[config.mk]
export PLATFORM = sky130hd
export DESIGN_NAME = writeback_unit
export DESIGN_NICKNAME = d
export VERILOG_FILES = /design/src/rtl/writeback_unit.sv
export SDC_FILE = /design/constraint.sdc
export NUM_CORES = 1
export LEC_CHECK = 0
export CAP_MARGIN = 20
export CORE_AREA = 2 2 113 142
export DETAILED_ROUTE_END_ITERATION = 10
export DIE_AREA = 0 0 115 144
export PLACE_DENSITY_LB_ADDON = 0.05
export SETUP_SLACK_MARGIN = 0.4
export SLEW_MARGIN = 20
export SYNTH_ARGS = -nofsm -noshare
export SYNTH_HDL_FRONTEND = slang
export SYNTH_SLANG_ARGS = --single-unit
[constraint.sdc]
create_clock -name clk -period 7 [get_ports clk]
set_clock_uncertainty 0.05 [all_clocks]
set_input_delay 2.1 -clock clk [delete_from_list [all_inputs] [get_ports clk]]
set_output_delay 2.1 -clock clk [all_outputs]
set_load 0.01 [all_outputs]
[src/rtl/writeback_unit.sv]
// writeback_unit
//   Write-side front end for the register file. Results arrive from a
//   single-cycle ALU path and a long-latency memory path; memory results are
//   buffered in a small FIFO, and everything is serialized onto the register
//   file's single write port. Writes to x0 are accepted and dropped.
//   An ALU result is held off while an older memory result to the same
//   register is still queued, so per-register program order is preserved.
//
// Ports
//   clk, rst_n                  clock, asynchronous active-low reset
//   alu_valid/alu_ready         ALU result handshake (ready is combinational)
//   alu_rd, alu_data            ALU destination and result
//   mem_valid/mem_ready         memory result handshake (ready is combinational)
//   mem_rd, mem_data            memory destination and result
//   query_rs1/2, rs1/2_pending  hazard query: a write to that register is
//                               still queued or on the write port
//   reg_write, write_reg,       registered register file write port
//   write_data
module writeback_unit #(
  parameter int DEPTH = 4
) (
  input  logic        clk,
  input  logic        rst_n,
  input  logic        alu_valid,
  output logic        alu_ready,
  input  logic [4:0]  alu_rd,
  input  logic [31:0] alu_data,
  input  logic        mem_valid,
  output logic        mem_ready,
  input  logic [4:0]  mem_rd,
  input  logic [31:0] mem_data,
  input  logic [4:0]  query_rs1,
  input  logic [4:0]  query_rs2,
  output logic        rs1_pending,
  output logic        rs2_pending,
  output logic        reg_write,
  output logic [4:0]  write_reg,
  output logic [31:0] write_data
);

  localparam int AW = $clog2(DEPTH);
  localparam logic [AW:0] FULL_COUNT = (AW+1)'(DEPTH);

  logic [4:0]    rd_mem   [DEPTH];
  logic [31:0]   data_mem [DEPTH];
  logic [AW-1:0] rd_ptr_reg, wr_ptr_reg;
  logic [AW:0]   count_reg, count_next;

  logic          reg_write_reg, reg_write_next;
  logic [4:0]    write_reg_reg, write_reg_next;
  logic [31:0]   write_data_reg, write_data_next;

  logic [DEPTH-1:0] entry_valid, alu_hit, rs1_hit, rs2_hit;
  logic alu_conflict, alu_accept, mem_accept, push, pop, fifo_full;

  // An entry is live when its distance from the read pointer (modulo DEPTH)
  // is below the occupancy count.
  generate
    for (genvar gi = 0; gi < DEPTH; gi++) begin : g_entry
      logic [AW-1:0] offset;
      assign offset          = AW'(gi) - rd_ptr_reg;
      assign entry_valid[gi] = {1'b0, offset} < count_reg;
      assign alu_hit[gi]     = entry_valid[gi] && (rd_mem[gi] == alu_rd);
      assign rs1_hit[gi]     = entry_valid[gi] && (rd_mem[gi] == query_rs1);
      assign rs2_hit[gi]     = entry_valid[gi] && (rd_mem[gi] == query_rs2);
    end
  endgenerate

  assign fifo_full    = (count_reg == FULL_COUNT);
  assign alu_conflict = (alu_rd != 5'd0) && (|alu_hit);
  assign mem_ready    = !fifo_full;
  assign alu_ready    = !fifo_full && !alu_conflict;
  assign alu_accept   = alu_valid && alu_ready;
  assign mem_accept   = mem_valid && mem_ready;
  // x0 results are consumed by the handshake but never stored.
  assign push         = mem_accept && (mem_rd != 5'd0);

  assign rs1_pending = (query_rs1 != 5'd0) &&
                       ((|rs1_hit) || (reg_write_reg && (write_reg_reg == query_rs1)));
  assign rs2_pending = (query_rs2 != 5'd0) &&
                       ((|rs2_hit) || (reg_write_reg && (write_reg_reg == query_rs2)));

  // Write-port arbitration: a non-x0 ALU result wins; otherwise the FIFO head
  // drains. A full FIFO or a conflict blocks the ALU, so the head always moves.
  always_comb begin
    pop             = 1'b0;
    reg_write_next  = 1'b0;
    write_reg_next  = write_reg_reg;
    write_data_next = write_data_reg;
    if (alu_accept && (alu_rd != 5'd0)) begin
      reg_write_next  = 1'b1;
      write_reg_next  = alu_rd;
      write_data_next = alu_data;
    end else if (count_reg != '0) begin
      pop             = 1'b1;
      reg_write_next  = 1'b1;
      write_reg_next  = rd_mem[rd_ptr_reg];
      write_data_next = data_mem[rd_ptr_reg];
    end
  end

  always_comb begin
    count_next = count_reg;
    case ({push, pop})
      2'b10:   count_next = count_reg + 1'b1;
      2'b01:   count_next = count_reg - 1'b1;
      default: count_next = count_reg;
    endcase
  end

  // Entry storage needs no reset: occupancy alone decides which entries count.
  always_ff @(posedge clk) begin
    if (push) begin
      rd_mem[wr_ptr_reg]   <= mem_rd;
      data_mem[wr_ptr_reg] <= mem_data;
    end
  end

  always_ff @(posedge clk or negedge rst_n) begin
    if (!rst_n) begin
      rd_ptr_reg     <= '0;
      wr_ptr_reg     <= '0;
      count_reg      <= '0;
      reg_write_reg  <= 1'b0;
      write_reg_reg  <= 5'd0;
      write_data_reg <= 32'd0;
    end else begin
      if (push) wr_ptr_reg <= wr_ptr_reg + 1'b1;
      if (pop)  rd_ptr_reg <= rd_ptr_reg + 1'b1;
      count_reg      <= count_next;
      reg_write_reg  <= reg_write_next;
      write_reg_reg  <= write_reg_next;
      write_data_reg <= write_data_next;
    end
  end

  assign reg_write  = reg_write_reg;
  assign write_reg  = write_reg_reg;
  assign write_data = write_data_reg;

endmodule
* Word level (Yosys, flattened, before mapping)
Memory sizes are Yosys's and may differ from the RTL's. Cells that the tools add are included.
Storage, ports and cells: register bits 45, bits in writable memories 148, input bits 88, output and inout bits 42, logic and storage cells 83, memories 2
Cells by class: add/subtract/negate cells 8, order comparisons 4, equality and inequality tests 17, multiplexer cells 10, reductions and logical operators 36
Memories:
- data_mem | words 4, width 32, rd ports 1, clocked after memory_dff 0, write ports 1, RTL line 45 | logic [31:0] data_mem [DEPTH];
- rd_mem | words 4, width 5, rd ports 5, clocked after memory_dff 0, write ports 1, RTL line 44 | logic [4:0] rd_mem [DEPTH];
Operators with widths (count):
- 5-bit == test | 14
- 32-bit two-way mux | 2
- 1-bit logical AND | 22
- 5-bit nonzero test | 4
- 2-bit by 3-bit < comparator with 1-bit output | 4
- 4-bit OR reduction | 3
- 5-bit two-way mux | 2
- 3-bit case mux with 2 select lines | 1
- 1-bit two-way mux | 5
- 2-bit by 1-bit adder with 2-bit output, second input constant | 2
- 2-bit nonzero test | 2
- 1-bit by 2-bit subtractor with 2-bit output, first input constant | 2
- 2-bit subtractor, first input constant | 2
- 3-bit by 1-bit adder with 3-bit output, second input constant | 1
- 3-bit == test, second input constant | 1
- 3-bit nonzero test | 1
- 3-bit by 1-bit subtractor with 3-bit output, second input constant | 1
- 2-bit by 1-bit == test with 1-bit output, second input constant | 1
- 2-bit == test, second input constant | 1
- 1-bit zero test | 2
- 1-bit logical OR | 2

* Longest topological paths before layout
Gate-level depths: netlist of run 1.
depth after elaboration 12, gate-level depth with buffers 17, depth with buffers taken out 15

* Least setup slack after synthesis of run 1
OpenSTA, ideal clock, no wires.
path kind input to output, from input port alu_rd[4], to output port alu_ready, data arrival time 3291 ps, required time 4850 ps, setup slack 1559 ps, stages 6, path buffers 1, path through buf_2 > xnor2_1 > nand3_1 > or4_1 > nand4_2 > a21boi_0
On the way: word-level cells in the longest chain between the ends 6, elaborated cells on any way between the ends 13, classes of those cells eq/ne: 4; reduce/logical: 9
RTL lines:
- from (decl) | RTL line 26 | input logic [4:0] alu_rd,
- 5-bit == test | RTL line 63 | assign alu_hit[gi] = entry_valid[gi] && (rd_mem[gi] == alu_rd);
- 1-bit logical AND | RTL line 63
- 4-bit OR reduction | RTL line 70 | assign alu_conflict = (alu_rd != 5'd0) && (|alu_hit);
- 1-bit logical AND (*) | RTL line 70
- 1-bit zero test (*) | RTL line 72 | assign alu_ready = !fifo_full && !alu_conflict;
- 1-bit logical AND (*) | RTL line 72
- to (decl) | RTL line 25 | output logic alu_ready,
Mark *: on every way between the ends. The rest lies on a longest branch, timed or not.

* Worst setup path after layout of run 1
from input port query_rs1[2], to output port rs1_pending
On the way: word-level cells in the longest chain between the ends 5, elaborated cells on any way between the ends 14, classes of those cells eq/ne: 5; reduce/logical: 9
RTL lines:
- from (decl) | RTL line 32 | input logic [4:0] query_rs1,
- 5-bit == test | RTL line 64 | assign rs1_hit[gi] = entry_valid[gi] && (rd_mem[gi] == query_rs1);
- 1-bit logical AND | RTL line 64
- 4-bit OR reduction | RTL line 79 | ((|rs1_hit) || (reg_write_reg && (write_reg_reg == query_rs1)));
- 1-bit logical OR | RTL line 79
- 1-bit logical AND (*) | RTL line 78 | assign rs1_pending = (query_rs1 != 5'd0) &&
- to (decl) | RTL line 34 | output logic rs1_pending,
Marks and branches as above.

==> summary by stage, run 1 <==
Route
The first routing iteration left 290 violations. The final layout contains routed wiring with a total length of 18.4 mm. Dividing the detail-routed via count by the number of cells gives 5.83. Dividing the detail-routed wire length by the instance count gives 22.4 um. The via count of the routed design is 4793.

The count of nets left with antenna violations once routing finished came out at 0. In the routed design, unresolved DRC markers number 0. The first detailed-routing pass ran for 4 iterations.

Power and ir drop
Summed over all cells, the static leakage comes to 3.85 nW. The proportion of power drawn by flip-flops and latches is 40.3%. In this run, the combinational gates consume 38.9% of the power. The fraction of power consumed by the clock network is a little over a fifth. The internal power consumption is ~3.0 mW. Summed over all nets, the switching power comes to between 1 and 1.5 mW. The switching power as a share of total power is between 30% and 40%. The power density over cell area is 410 nW/um2. The highest ir drop seen on vdd is ~0.00030 V.

Timing
The slew at the pin with the worst max-slew slack is 1.04 ns. Setup repair after global routing could not meet its margin everywhere. The share of the cycle needed by the critical path after routing is about 92%. Subtracting the final worst setup slack from the clock period gives 6.45 ns. The final number of hold-violating endpoints is 0. The maximum clock frequency is 0.155 GHz. The final count of pins violating max slew is 0. The worst relative slew slack is 30.5%. Setup total negative slack on the finished layout was measured at 0 ns. Setup violations remaining at the end of the flow were counted as 0.

Global routing
The wire length of the first global-routing pass is 28.3 mm. The number of global-route vias before repair is 5190. The aggregate global-route resource usage is 23.6%.

The number of antenna violations at the first check in global routing was 0. The overflow left after global routing is 0. The maximum number of pins on one net before global-route repair is 40.

Logic synthesis
The number of storage elements in the synthesis netlist is 193. The fraction of registers with async set or reset after synthesis is 23.3%. The total number of yosys warnings is 0.

The number of nets in the synthesized netlist is 600. After synthesis, the cell types taking the most area are edfxtp_1 51%, dfrtp_1 13%, mux4_2 9.5%. The number of enable flip-flop cells after synthesis is between 100 and 150. The most common cell in the synthesized netlist is edfxtp_1.

The mean post-synth cell area is around 17 um2. The proportion of netlist area held by the largest area contributor is 50.7%. Counting instances in the post-synthesis netlist gives the leading cell types as 148 x edfxtp_1, 45 x dfrtp_1, 40 x xor2_1.

The most used flip-flop cell after synthesis is edfxtp_1. The number of distinct library cells after synthesis is 38. The sequential share of the synthesized area is 63.5%.

The largest total area in the synthesized netlist belongs to edfxtp_1. The cell count after synthesis came out at 502. The synthesized area is 8770 um2.

Die
The region available for standard cell placement spans 15300 um2. Row generation in the floorplan step produced 51 rows. The die is 144 um tall. Once the floorplan was initialized, standard cells occupied 57.3% of the core. The die area is 16600 um2. In this run the horizontal extent of the chip is 115 um.

The number of primary I/O pins is 130.

Placement
The count of input and output buffers is around 130. Routability-driven placement finished with a final weighted congestion of 0.923. The placed wire-length estimate after detailed placement is ~12 mm.

CTS
The cell sitting at the root of the clock tree is a clkbuf_16. The tree built by TritonCTS fans out to 193 sinks. The CTS buffer count is 17. After clock tree synthesis, the clock-pin slew on the worst setup and hold paths is 0.06 ns. The H-tree depth reported by CTS is 4. The number of buffers on the longest clock path is 2. TritonCTS built the clock tree. Buffers added to address setup during post-CTS repair amount to 0. The number of hold buffers added after cts is 0.

For the worst-skew pair, the clock arrives at the later sink with an insertion delay of 0.42 ns.

Min path
The class of the most critical hold timing path is reg -> reg. The worst hold path was traced through 2 stages.

Worst setup path
In this run the worst path has a maximum fanout of 6. The launching element type of the critical path is an input pin. The required time of the critical path is 4.85 ns. The setup path with the least slack is of type in -> out. STA puts the critical path data arrival time at 4.30 ns. The worst register-to-register path has a depth of 10. The worst setup path is captured at a primary output.

Layout
The final net count is 722. The fraction of final layout cells with drive strength greater than 1 is 23.9%. The final design utilization is a little over two thirds.

0 antenna diodes ended up in the layout. The relative area change from synthesis to final layout is 22.9%. After filler insertion, the fill cell instance count of the layout stands at ~1100. The flip-flop count of the largest register after layout is 128.

Run status
The flow ran to the end, and the final reports show no timing, DRC or antenna violations.

Run
The number of violations of the max-capacitance limit is 0.
==> final cells by class <==
class / instances / area (um2) / share of cell area (%)
Multi-Input combinational cell: 266 / 3010 / 27.9
Clock buffer: 19 / 443 / 4.11
Clock inverter: 13 / 120 / 1.11
Sequential cell: 193 / 5570 / 51.7
Inverter: 11 / 41.3 / 0.383
Tap cell: 185 / 231 / 2.15
Timing Repair Buffer: 135 / 1360 / 12.6
==> repair_timing <==
action,in CTS,in global routing
endpoints found under the hold margin,0,0
resized for setup,0,3
setup endpoints to repair,0,2
==> worst max-delay path, cell delays in order <==
cell             delay (ns)
clkdlybuf4s50_1        0.59
xor2_1                 0.25
nor4_2                 0.37
nand3_1                0.12
o41ai_1                0.08
nor4_1                 0.11
a21oi_1                0.13
clkdlybuf4s50_1        0.55
==> layer usage <==
| metal | global-route usage (%) | vias up | share of wire [%] |
|---|---|---|---|
| met5 | 0 | - | 0 |
| li1 | - | 2160 | - |
| met4 | 8.56 | 0 | 2.1 |
| met3 | 4.95 | 29 | 4.2 |
| met1 | 28.5 | 2473 | 39 |
| met2 | 41.7 | 131 | 54 |
==> kinds of logic (layout without fill, tap and decap cells) <==
logic type / count (synthesis) / in the layout / synth area share [%]
mux: 111 / 111 / 20.3
xor+xnor: 77 / 77 / 7.69
flops: 193 / 193 / 63.5
simple gates: 49 / 49 / 3.22
fa+ha+maj: 10 / 10 / 1.51
buf+inv: 43 / 178 / 2.31
compound gates: 19 / 19 / 1.46
==> power by group through the flow <==
stage,Clock (mW),Sequential (mW),Combinational [mW]
2_1_floorplan,0,1.75,1.16
3_3_place_gp,0,1.79,1.68
3_5_place_dp,0,1.81,1.72
4_1_cts,0.931,1.79,1.73
5_1_grt,0.979,1.82,1.86
6_report,0.919,1.78,1.72
==> layout by cell type (no fill, tap or decap), types with 4 or more instances in the layout <==
cell             instances
edfxtp_1               148
clkdlybuf4s50_1        126
dfrtp_1                 43
xor2_1                  40
xnor2_1                 37
mux4_2                  37
mux2_2                  37
mux2_4                  30
clkbuf_16               17
inv_1                   11
nand3_1                 11
ha_1                     9
nor3_1                   7
mux2_1                   7
nor4_1                   6
buf_4                    5
nor2_1                   4
o21ai_0                  4
and2_2                   4
inv_6                    4
==> final timing paths <==
path                                  end     startpoint  slack [ns]
min in group asynchronous  write_data[27]          rst_n        1.50
max                           rs1_pending   query_rs1[2]        0.55
max in group asynchronous   rd_ptr_reg[1]          rst_n        4.55
min reg2reg                  count_reg[1]   count_reg[1]        0.51
max reg2reg                write_data[21]  rd_ptr_reg[0]        3.03
min                          count_reg[1]   count_reg[1]        0.51
==> stage by stage <==
| stage | setup WS, ns | power, mW | cell area (um2) | hold WS (ns) | instances |
|---|---|---|---|---|---|
| after floorplan | 1.56 | 2.91 | 8770 | 0.431 | 502 |
| after global placement | 0.466 | 3.47 | 10200 | 0.460 | 789 |
| after detailed placement | 0.423 | 3.53 | 10200 | 0.513 | 789 |
| after CTS | 0.419 | 4.45 | 10700 | 0.527 | 821 |
| after global routing | 0.400 | 4.65 | 10800 | 0.537 | 822 |
| final | 0.552 | 4.42 | 10800 | 0.514 | 822 |
No activity file was read; power rests on OpenSTA's default activity.
==> inputs of run 2 (changes only) <==
CORE_AREA = 2 2 111 140   (was 2 2 113 142)
CTS_BUF_LIST = sky130_fd_sc_hd__clkbuf_8   (was not set)
DIE_AREA = 0 0 113 142   (was 0 0 115 144)
PLACE_DENSITY = 0.87   (was not set)
PLACE_DENSITY_LB_ADDON = not set   (was 0.05)
REMOVE_ABC_BUFFERS = 1   (was not set)
==> summary by stage, run 2 (same netlist as run 1, synthesis figures left out) <==
Layout
The multi-input combinational cells in the finished layout cover a total of between 3000 and 4000 um2. The post-route netlist has 23.6% of its cells at a drive strength greater than 1. The sequential cell area in the final layout is roughly 5600 um2. The flip-flop count of the largest register after layout is approximately 130.

The library cells used most frequently in the layout, excluding fill and tap cells, are 148 x edfxtp_1, 126 x clkdlybuf4s50_1, 43 x dfrtp_1. After the flow finishes, the layout carries non-filler instances totaling 817. The leading cell type in the layout, fill and taps excluded is edfxtp_1. The number of antenna diodes in the final layout is 0. From synthesis to final layout, the design area changed by 20.3%. The final net count is 720. The filler cells instantiated in the layout total a little over 900. The cell area after layout is 10500 um2.

Timing
The final number of hold-violating endpoints was 0. Setup repair after global routing left no endpoint under its margin. The final count of pins violating max slew is 0. The maximum clock frequency is 0.154 GHz.

The worst relative slew slack is 26.0%. The slew at the pin with the worst max-slew slack is 1.11 ns. The share of the cycle needed by the critical path after routing is between 90 and 100%.

Adding up every negative setup slack in the final design gives 0 ns. The setup slack of the critical path after layout is 0.500 ns. The minimum period implied by the final worst setup slack is 6.50 ns.

The number of setup violations in the final report is 0.

Power and ir drop
For this design the total switching power over the nets is 1.39 mW. The clock network is responsible for 16.4% of the overall power. Sequential cells account for 42.9% of the total power. Cell internal power was estimated by the tool at 2.81 mW. Across the VDD grid, the largest voltage drop is ~0.00024 V. Combinational logic is responsible for 40.7% of the overall power. The power density over cell area is 398 nW/um2. The leakage power summed over all cells is 3.75 nW. Net switching is 33.1% of the power.

Run
Across the run, the number of max-cap violations was 0.

CTS
In this run the post-CTS setup repair buffer count came out at 0. Clock-pin slew was measured on the worst setup and hold paths at 0.10 ns. The H-tree depth reported by CTS is 4. The clock net in this run drives a total of 193 sinks. TritonCTS built the clock tree. The CTS buffer count is 17. CTS placed an instance of clkbuf_8 at the clock tree root.

In this run the deepest clock path goes through 2 buffers. The insertion delay of the later-clocked pin in the worst-skew pair is roughly 0.47 ns.

Worst setup path
Of all nets on the critical path, the largest fanout is 6. The worst setup slack for register-to-register paths is 2.74 ns. The worst setup path is launched from an input pin. The startpoint of the lowest-slack register-to-register path is rd_ptr_reg[1]. The critical path ends at alu_ready. The endpoint identified for the worst register-to-register timing path is count_reg[2]. The number of cell instances on the worst register-to-register path is 15. By startpoint and endpoint, the worst setup path is classified as in -> out. The type of element capturing the critical path is a primary output. The origin of the worst setup path is alu_rd[0]. STA puts the critical path data arrival time at 4.35 ns. At the worst endpoint, the required time is 4.85 ns.

Placement
The total placed instance area is 10200 um2. The count of placed standard cells including taps is roughly 790. The congestion estimate from routability-driven global placement came to ~0.97.

Once detailed placement completed, the half-perimeter wirelength came to 13.0 mm. Buffers placed on the I/O ports in this run total 129. At the placement stage, the worst setup path has a slack of 0.502 ns.

Route
The via count of the routed design is just under 5000. The detail route stage leaves a number of antenna-violating nets equal to 0. In the routed design, unresolved DRC markers number 8. In the routed layout, each cell is associated on average with a via count of 5.97.

The final wirelength is around 19 mm. After the first detailed-routing iteration, the DRC count stood at 278. The first TritonRoute pass finished after 8 iterations. In the final routed layout, each cell accounts on average for 23.7 um.

Global routing
The aggregate global-route resource usage is 25.4%. The number of global-route vias before repair is 5447. The overflow left after global routing is 0.

The wire length of the first global-routing pass is around 30 mm. Entering global routing, the biggest net connects between 40 and 50 pins. The number of antenna violations at the first check in global routing is 0.

Run status
The checks that failed: DRC. The run finished, with violations left.

Min path
The class of the most critical hold timing path is reg -> reg. The cell count of the worst hold path is 2.

Die
Row generation in the floorplan step produced 50 rows. Once the floorplan was initialized, standard cells occupied 59.4% of the core. In this run the count of I/O pins placed on the die edge is 130. The die area is 16000 um2. The vertical extent of the die is 142 um.

The area of the core region is 14800 um2. Measured along the x axis, the die boundary spans 113 um.
[run 2: cell types whose count changed in the layout (fill, tap and decap cells not counted), sizes merged]
cell,before,now
buf,7,5
clkinv,5,6
clkbuf,19,17
clkinvlp,2,3
[run 2: what timing repair did]
item	CTS	global route
gates resized for setup	0	2
hold buffers	0	0
endpoints found under the setup margin	0	1
[run 2: power by group through the flow]
stage / Clock, mW / Combinational, mW / Sequential [mW]
floorplan: 0 / 1.04 / 1.84
global placement: 0 / 1.66 / 1.81
detailed placement: 0 / 1.72 / 1.83
CTS: 0.699 / 1.73 / 1.80
global route: 0.739 / 1.83 / 1.83
finish: 0.687 / 1.71 / 1.80
[run 2: stage by stage]
stage	hold WS [ns]	power, mW	util [%]
finish	0.524	4.19	71.4
global placement	0.458	3.47	68.8
floorplan	0.431	2.88	-
global route	0.539	4.40	71.4
detailed placement	0.508	3.55	68.8
CTS	0.531	4.23	71.4
[run 2: worst min path at each step]
stage / from / endpoint / slack [ns]
floorplan: count_reg[1] / reg_write / 0.43
global placement: count_reg[1] / count_reg[1] / 0.46
detailed placement: count_reg[1] / count_reg[1] / 0.51
CTS: count_reg[1] / count_reg[1] / 0.53
global route: count_reg[1] / count_reg[1] / 0.54
finish: count_reg[1] / count_reg[1] / 0.52
[run 2: per-layer routing]
metal / wire, um / track usage [%] / vias up
met5: 0 / 0 / -
met2: 10500 / 45.6 / 177
li1: - / - / 2146
met4: 711 / 11.5 / 0
met1: 7210 / 29.5 / 2508
met3: 947 / 5.03 / 48
[run 2: layout make-up]
class	count	area share [%]
repair buffers	133	12.5
multi-input cells	266	28.5
inverters	11	0.391
clock inverters	15	1.41
flip-flops and latches	193	52.8
well taps	182	2.16
clock buffers	17	2.22
[run 2: critical path, stage by stage]
cell	delay, ns
clkdlybuf4s50_1	0.72
xnor2_1	0.17
nand3_1	0.08
or4_1	0.52
nand4_2	0.16
a21boi_0	0.11
clkdlybuf4s50_1	0.48
